**config.mk**
```make
export PLATFORM = sky130hd
export DESIGN_NAME = seg7_display_scanner
export DESIGN_NICKNAME = d
export VERILOG_FILES = /design/src/rtl/seg7_pkg.sv /design/src/rtl/bcd_to_seg7.sv /design/src/rtl/seg7_display_scanner.sv
export SDC_FILE = /design/constraint.sdc
export NUM_CORES = 1
export LEC_CHECK = 0
export BUFFER_PORTS_ARGS = -buffer_cell sky130_fd_sc_hd__buf_2
export CORE_MARGIN = 3
export CORE_UTILIZATION = 52
export DETAILED_ROUTE_END_ITERATION = 16
export PLACE_DENSITY = 0.78
export SKIP_CTS_REPAIR_TIMING = 1
export SYNTH_ARGS = -nofsm -noshare
export SYNTH_HDL_FRONTEND = slang
export SYNTH_HIERARCHICAL = 1
export SYNTH_SLANG_ARGS = --single-unit
```
**constraint.sdc**
```tcl
create_clock -name clk_100MHz -period 4.4 [get_ports clk_100MHz]
set_clock_uncertainty 0.05 [all_clocks]
set_input_delay 0.66 -clock clk_100MHz [delete_from_list [all_inputs] [get_ports clk_100MHz]]
set_output_delay 0.66 -clock clk_100MHz [all_outputs]
set_load 0.02 [all_outputs]
```
**src/rtl/seg7_pkg.sv**
```systemverilog
// Shared constants and types for the multiplexed 7-segment display scanner.
// Segment patterns are active-low, ordered {g,f,e,d,c,b,a}.
package seg7_pkg;

    localparam logic [6:0] SEG_0    = 7'b1000000;
    localparam logic [6:0] SEG_1    = 7'b1111001;
    localparam logic [6:0] SEG_2    = 7'b0100100;
    localparam logic [6:0] SEG_3    = 7'b0110000;
    localparam logic [6:0] SEG_4    = 7'b0011001;
    localparam logic [6:0] SEG_5    = 7'b0010010;
    localparam logic [6:0] SEG_6    = 7'b0000010;
    localparam logic [6:0] SEG_7    = 7'b1111000;
    localparam logic [6:0] SEG_8    = 7'b0000000;
    localparam logic [6:0] SEG_9    = 7'b0010000;
    localparam logic [6:0] SEG_DASH = 7'b0111111;
    localparam logic [6:0] SEG_OFF  = 7'b1111111;

    localparam logic [3:0] AN_OFF   = 4'b1111;

    typedef enum logic [1:0] {
        IDX_SEC_1S  = 2'd0,
        IDX_SEC_10S = 2'd1,
        IDX_MIN_1S  = 2'd2,
        IDX_MIN_10S = 2'd3
    } digit_idx_t;

endpackage

```
**src/rtl/bcd_to_seg7.sv**
```systemverilog
// Combinational BCD to active-low 7-segment decoder; non-BCD codes show a dash.
module bcd_to_seg7
    import seg7_pkg::*;
(
    input  logic [3:0] bcd_i,
    output logic [6:0] seg_o
);

    always_comb begin
        seg_o = SEG_DASH;
        case (bcd_i)
            4'd0:    seg_o = SEG_0;
            4'd1:    seg_o = SEG_1;
            4'd2:    seg_o = SEG_2;
            4'd3:    seg_o = SEG_3;
            4'd4:    seg_o = SEG_4;
            4'd5:    seg_o = SEG_5;
            4'd6:    seg_o = SEG_6;
            4'd7:    seg_o = SEG_7;
            4'd8:    seg_o = SEG_8;
            4'd9:    seg_o = SEG_9;
            default: seg_o = SEG_DASH;
        endcase
    end

endmodule

```
**src/rtl/seg7_display_scanner.sv**
```systemverilog
// 4-digit common-anode display scanner: per-slot anode scan with blanking,
// frame-coherent digit snapshot, leading-zero suppression and done-blink.
module seg7_display_scanner
    import seg7_pkg::*;
#(
    parameter int SCAN_DIV     = 100_000,
    parameter int BLANK_CYCLES = 16,
    parameter int LZ_SUPPRESS  = 1
) (
    input  logic       clk_100MHz,
    input  logic       reset,
    input  logic [3:0] sec_1s,
    input  logic [3:0] sec_10s,
    input  logic [3:0] min_1s,
    input  logic [3:0] min_10s,
    input  logic       tick_1Hz,
    input  logic       timer_done,
    output logic [6:0] seg,
    output logic       dp,
    output logic [3:0] an
);

    localparam int CNT_W = (SCAN_DIV > 1) ? $clog2(SCAN_DIV) : 1;

    logic [CNT_W-1:0] cnt_q, cnt_d;
    digit_idx_t       idx_q, idx_d;
    logic [3:0][3:0]  snap_q, snap_d;
    logic             blink_q, blink_d;
    logic [6:0]       seg_q, seg_d;
    logic             dp_q, dp_d;
    logic [3:0]       an_q, an_d;
    logic             slot_end;
    logic [6:0]       cur_seg;

    assign slot_end = (cnt_q == CNT_W'(SCAN_DIV - 1));

    bcd_to_seg7 u_dec (
        .bcd_i (snap_q[idx_q]),
        .seg_o (cur_seg)
    );

    always_comb begin
        cnt_d   = slot_end ? '0 : cnt_q + CNT_W'(1);
        idx_d   = slot_end ? digit_idx_t'(idx_q + 2'd1) : idx_q;
        // The snapshot is taken as the last slot of a frame ends, so a whole frame shows one coherent time.
        snap_d  = (slot_end && idx_q == IDX_MIN_10S) ? {min_10s, min_1s, sec_10s, sec_1s} : snap_q;
        blink_d = timer_done ? (blink_q ^ tick_1Hz) : 1'b0;

        seg_d = cur_seg;
        if (int'(cnt_q) < BLANK_CYCLES) begin
            an_d = AN_OFF;
        end else if (blink_q) begin
            an_d = AN_OFF;
        end else if (idx_q == IDX_MIN_10S && LZ_SUPPRESS != 0 && snap_q[IDX_MIN_10S] == 4'd0) begin
            an_d = AN_OFF;
        end else begin
            an_d = ~(4'b0001 << idx_q);
        end
        dp_d = !(idx_q == IDX_MIN_1S && an_d[2] == 1'b0);
    end

    always_ff @(posedge clk_100MHz or posedge reset) begin
        if (reset) begin
            cnt_q   <= '0;
            idx_q   <= IDX_SEC_1S;
            snap_q  <= '0;
            blink_q <= 1'b0;
            seg_q   <= SEG_OFF;
            dp_q    <= 1'b1;
            an_q    <= AN_OFF;
        end else begin
            cnt_q   <= cnt_d;
            idx_q   <= idx_d;
            snap_q  <= snap_d;
            blink_q <= blink_d;
            seg_q   <= seg_d;
            dp_q    <= dp_d;
            an_q    <= an_d;
        end
    end

    assign seg = seg_q;
    assign dp  = dp_q;
    assign an  = an_q;

endmodule

```
# == Word-level counts from Yosys, hierarchy flattened ==
# Memories as Yosys holds them, arrays and structs flattened. A register that Yosys moved wholly into a read port is not among the register bits.
# Index checks and enable logic that the tools add are counted.
# op_classes
n_addsub,2
magnitude_cmp,2
eq_ne,3
n_shift,1
muxes,7
bitwise,3
reduce_logical,5
# ops
operator,n
adder 17 x 1 -> 17 bit (second input constant),1
== test 17 bit (second input constant),1
less-than comparator 17 x 5 -> 1 bit (second input constant),1
two-way mux 17 bit,1
two-way mux 4 bit,4
binary-select mux 4 bit (select 2 bit),1
== test 2 bit (second input constant),2
zero test 4 bit,1
NOT 4 bit,1
left shift 1 x 2 -> 4 bit (first input constant),1
logical AND 1 bit,3
less-than comparator 2 x 3 -> 1 bit (second input constant),1
adder 2 x 1 -> 2 bit (second input constant),1
zero test 1 bit,1
two-way mux 1 bit,1
NOT 1 bit,1
XOR 1 bit,1
# word_totals
reg_bits,41
mem_bits_ro,112
input_bits,20
output_inout_bits,12
wordCells,33
mem_count,1
# memory_table
memory,words,word_bits,rd,rd_clocked_by_memory_dff,write_ports,line,source
(no name shown),16,7,1,1,0,bcd_to_seg7.sv:11,case (bcd_i)

# == Longest topological paths before layout ==
# logic_depth
depth_word,8
ltp_mapped,6
mapped_depth_nobuf,5

# == By module ==
# The synthesis kept the hierarchy.
# modules_own_cells
module,instances,cells_per_inst,area_per_inst_um2,seq_area_each_um2
seg7_display_scanner,1,151,2090.8,1216.2
bcd_to_seg7,1,31,240.2,0.0

# == Worst setup path before layout ==
# Ideal clock, no wire load.
# synth_timing
path_type,reg-to-reg
from,register idx_q[0]
to,"register seg_q[3], in the netlist seg[3]"
setup_time_ns,0.082
arrival_ns,1.760
required_time_ns,4.268
setup_slack_ns,2.508
path_stages_with_launch,6
path_buffers,1
period_less_slack_ns,1.892
cell_sequence,dfrtp_1 clkbuf_1 mux4_2 inv_1 ha_1 a22oi_1
# synth_via
elab_chain_cells,2
# synth_rtl
element,line,source
"start, declared",seg7_display_scanner.sv:26,"digit_idx_t idx_q, idx_d;"
"start signal, assigned",seg7_display_scanner.sv:73,idx_q <= idx_d;
binary-select mux 4 bit (select 2 bit),seg7_display_scanner.sv:38,".bcd_i (snap_q[idx_q]),"
two-way mux 4 bit (implied by the code),seg7_display_scanner.sv:38,
"end, declared",seg7_display_scanner.sv:29,"logic [6:0] seg_q, seg_d;"
# Every way passes these cells. The select of a mux whose other input is x is not followed.
# A chain may end at the register's enable or synchronous reset.

# == Final worst setup path ==
# layout_timing
from,register cnt_q[0]
to,register snap_q[11] (netlist name)
# layout_via
elab_chain_cells,2
# layout_rtl
element,line,source
"start, declared",seg7_display_scanner.sv:25,"logic [CNT_W-1:0] cnt_q, cnt_d;"
"start signal, assigned",seg7_display_scanner.sv:72,cnt_q <= cnt_d;
== test 17 bit,seg7_display_scanner.sv:35,assign slot_end = (cnt_q == CNT_W'(SCAN_DIV - 1));
logical AND 1 bit,seg7_display_scanner.sv:46,"snap_d = (slot_end && idx_q == IDX_MIN_10S) ? {min_10s, min_1s, sec_10s, sec_1s} : snap_q;"
"end signal, assigned",seg7_display_scanner.sv:74,snap_q <= snap_d;
"end, declared",seg7_display_scanner.sv:27,"logic [3:0][3:0] snap_q, snap_d;"
# Every way passes these cells.

==> results.yml <==
final_layout:
  seq_area_um2: 1220
  multiInputGateArea_um2: 1040
  fin_cells: 266
  fill_cells: 313
  fin_nets: 245
  layout-drive-gt1-share: 0.356
  antenna_cells: 0
  area_delta_synth_final_pct: 12.1
sta:
  min_period_ps: 1960
  worst_pin_slew_ps: 947
  fin_tns_setup_ps: 0
  fin_crit_sh: 0.446
  max_freq_mhz: 510
  hold_viol: 0
  rsz0062_at_grt: "false"
  finalSetupViolCount: 0
  slew_viol_final: 0
  relSlewSlack: 0.368
outcome:
  status: "finished clean"
power:
  powerDensity_nw_per_um2: 321
  seqPwrFrac: 0.556
  comb_power_share: 0.077
  ir_worst_vdd_mv: 0.195
  swShare: 0.216
  net-switching-power_uw: 181
  p_leak_uw: 0.00123
  internal_power_uw: 658
  power_frac_clock: 0.367
routing:
  drtAntennaViolNets: 0
  drt-total-wl_um: 3910
  drc: 0
  vias: 1467
  viasPerCell: 5.52
  drt-wirelength-per-cell_um: 14.7
  firstDrtPassIters: 4
  first_iter_violations: 122
clock_tree:
  insertion_delay_ps: 300
  path_clk_slew_ps: 80
  numCtsBuffers: 5
  root_buffer: "clkbuf_8"
  cts_sinks: 48
  h-tree-depth: 2
  cts_buffer_depth: 2
  cts_tree: "built"
worst_setup_path:
  reg2reg_to: "snap_q[11]$_DFFE_PP0P_"
  r2r_cells: 5
  start_kind: "register"
  reg2reg_slack_ps: 2440
  cp_top_family: "simple AND/OR/NAND/NOR gates"
  crit_chain: "ha_1 -> and4_1 -> and4_4 -> nand2_4 -> mux2_4"
  required_ps: 4530
  cp_max_fo: 16
  critPathSlowestCell: "dfrtp_1"
  critPathArrivalTime_ps: 2090
  cp-end-kind: "register"
  r2r-start: "cnt_q[0]$_DFF_PP0_"
  critPathMaxStageDelay_ps: 390
  path_class: "register to register"
  path_buf_inv: 0
job:
  maxCapViolations: 0
floorplanning:
  fp.dieH_um: 73.0
  dieArea_um2: 5320
  fp.dieW_um: 73.0
  start_util: 0.559
  ioPinCount: 32
  core_um2: 4170
  rows: 23
synth:
  ys_ff_latch: 48
  synth_nets: 212
  syn_avg_cell_area_um2: 12.8
  synth_top_area_cell: "dfrtp_1"
  synth_cell_types: 43
  synthCells: 182
  seq_area_frac_synth: 0.522
  ys_top_cells_by_area: "dfrtp_1 39%, dfstp_2 14%, mux2_4 6.4%"
  yosysTopAreaCellShare: 0.386
  synth_warnings: 6
  syn_area_um2: 2330
min_path:
  hold_path_class: "register to register"
  hold-path-cell-count: 1
  worstHoldStart: "cnt_q[0]$_DFF_PP0_"
  hold_end: "cnt_q[0]$_DFF_PP0_"
grt:
  grt_usage: 0.163
  grt_pass1_wl_um: 6620
  grt_overflow: 0
  antenna_found_initial: 0
  grt_max_degree: 49
  grt_pass1_vias: 1365
placed_design:
  numPortBuffers: 31
  placedCellCount: 258
  gp_congestion: 0.780
  hpwl_um: 2750
==> flip-flops by register name (all words and copies together), names as in the netlist <==
register / count
cnt_q: 17
idx_q: 2
snap_q: 16
dp: 1
blink_q: 1
an: 4
seg: 7
==> metal layers <==
metal  share of wire  wire length (µm)  up-vias  track usage
met5               0                 0        -            0
met4           0.016                62        0       0.0492
met3           0.047               184       10       0.0413
met2            0.48              1870       38        0.246
met1            0.46              1800      715        0.234
li1                -                 -      704            -
==> through the flow <==
step	setup WS, ps	utilization	cell area [µm²]	total power, µW	hold slack (ps)
global route	2300	0.626	2610	879	477
finish	2440	0.626	2610	840	448
detailed placement	2440	0.601	2510	541	442
CTS	2430	0.626	2610	851	454
floorplan	2510	-	2330	520	398
global placement	2500	0.601	2510	539	411
==> how the worst max path moves through the flow <==
stage,from,cells past startpoint,endpoint,slack [ps]
floorplan,idx_q[0]$_DFFE_PP0N_,5,seg[3]$_DFF_PP1_,2510
global placement,cnt_q[0]$_DFF_PP0_,5,snap_q[1]$_DFFE_PP0P_,2500
detailed placement,cnt_q[0]$_DFF_PP0_,5,snap_q[3]$_DFFE_PP0P_,2440
CTS,cnt_q[0]$_DFF_PP0_,5,snap_q[7]$_DFFE_PP0P_,2430
global route,idx_q[0]$_DFFE_PP0N_,4,seg[3]$_DFF_PP1_,2300
finish,cnt_q[0]$_DFF_PP0_,5,snap_q[11]$_DFFE_PP0P_,2440
==> final cells by class <==
cell class | count | share of cell area
Timing Repair Buffer | 31 | 0.0594
Clock buffer | 6 | 0.0278
Clock inverter | 2 | 0.0134
Inverter | 8 | 0.0115
Sequential cell | 48 | 0.465
Tap cell | 50 | 0.0239
Multi-Input combinational cell | 121 | 0.399
==> cell families after synthesis <==
group	Yosys count	share of synthesized area
AOI/OAI and AO/OA	10	0.0279
xor gates and xnor gates	16	0.0601
adders and majority gates	10	0.0537
buffers and inverters	13	0.0311
DFF	48	0.522
muxes	22	0.141
and+or+nand+nor	63	0.165
==> synth_stat cells (all sizes together) <==
master and n:
nand2b 1, nand3 5, dfstp 12, xor2 9, ha 10, nand4 6, inv 8, and3 2
nor4 3, a22oi 2, and2 1, a41oi 1, a21o 1, and4 5, and3b 1, buf 4
dfrtp 36, nor3 5, xnor2 7, or2 1, a31oi 1, nor4b 1, clkbuf 1, and2b 2
or4 1, mux2i 2, o31ai 1, o21ai 2, nand2 14, a21oi 2, nor2b 2, mux4 4
mux2 16, or2b 1, nor2 11, nor3b 1
==> power groups by stage <==
stage	registers [µW]	logic [µW]	clock network, µW
after global routing	469	73.0	337
final	467	64.8	308
after global placement	475	64.5	0
after floorplan	482	37.9	0
after CTS	467	66.2	317
after detailed placement	475	66.0	0
==> worst reg2reg max path, stage by stage (launching register included) <==
cell     delay, ps
dfrtp_1        390
ha_1           230
and4_1         280
and4_4         360
nand2_4        200
mux2_4         350
==> cells in the final DEF (no fill, tap or decap), drive strengths merged, types with 2 or more instances in the layout <==
cell type | Yosys | final
xnor2 | 7 | 7
nand3 | 5 | 5
xor2 | 9 | 9
clkbuf | 1 | 6
nor2 | 11 | 11
a21oi | 2 | 2
mux2 | 16 | 16
a22oi | 2 | 2
mux2i | 2 | 2
and3 | 2 | 2
o21ai | 2 | 2
nor3 | 5 | 5
and4 | 5 | 5
nand2 | 14 | 14
buf | 4 | 31
dfrtp | 36 | 36
inv | 8 | 8
ha | 10 | 10
dfstp | 12 | 12
and2b | 2 | 2
nor2b | 2 | 2
nand4 | 6 | 6
mux4 | 4 | 4
nor4 | 3 | 3
Power figures use the tool's default switching activity.
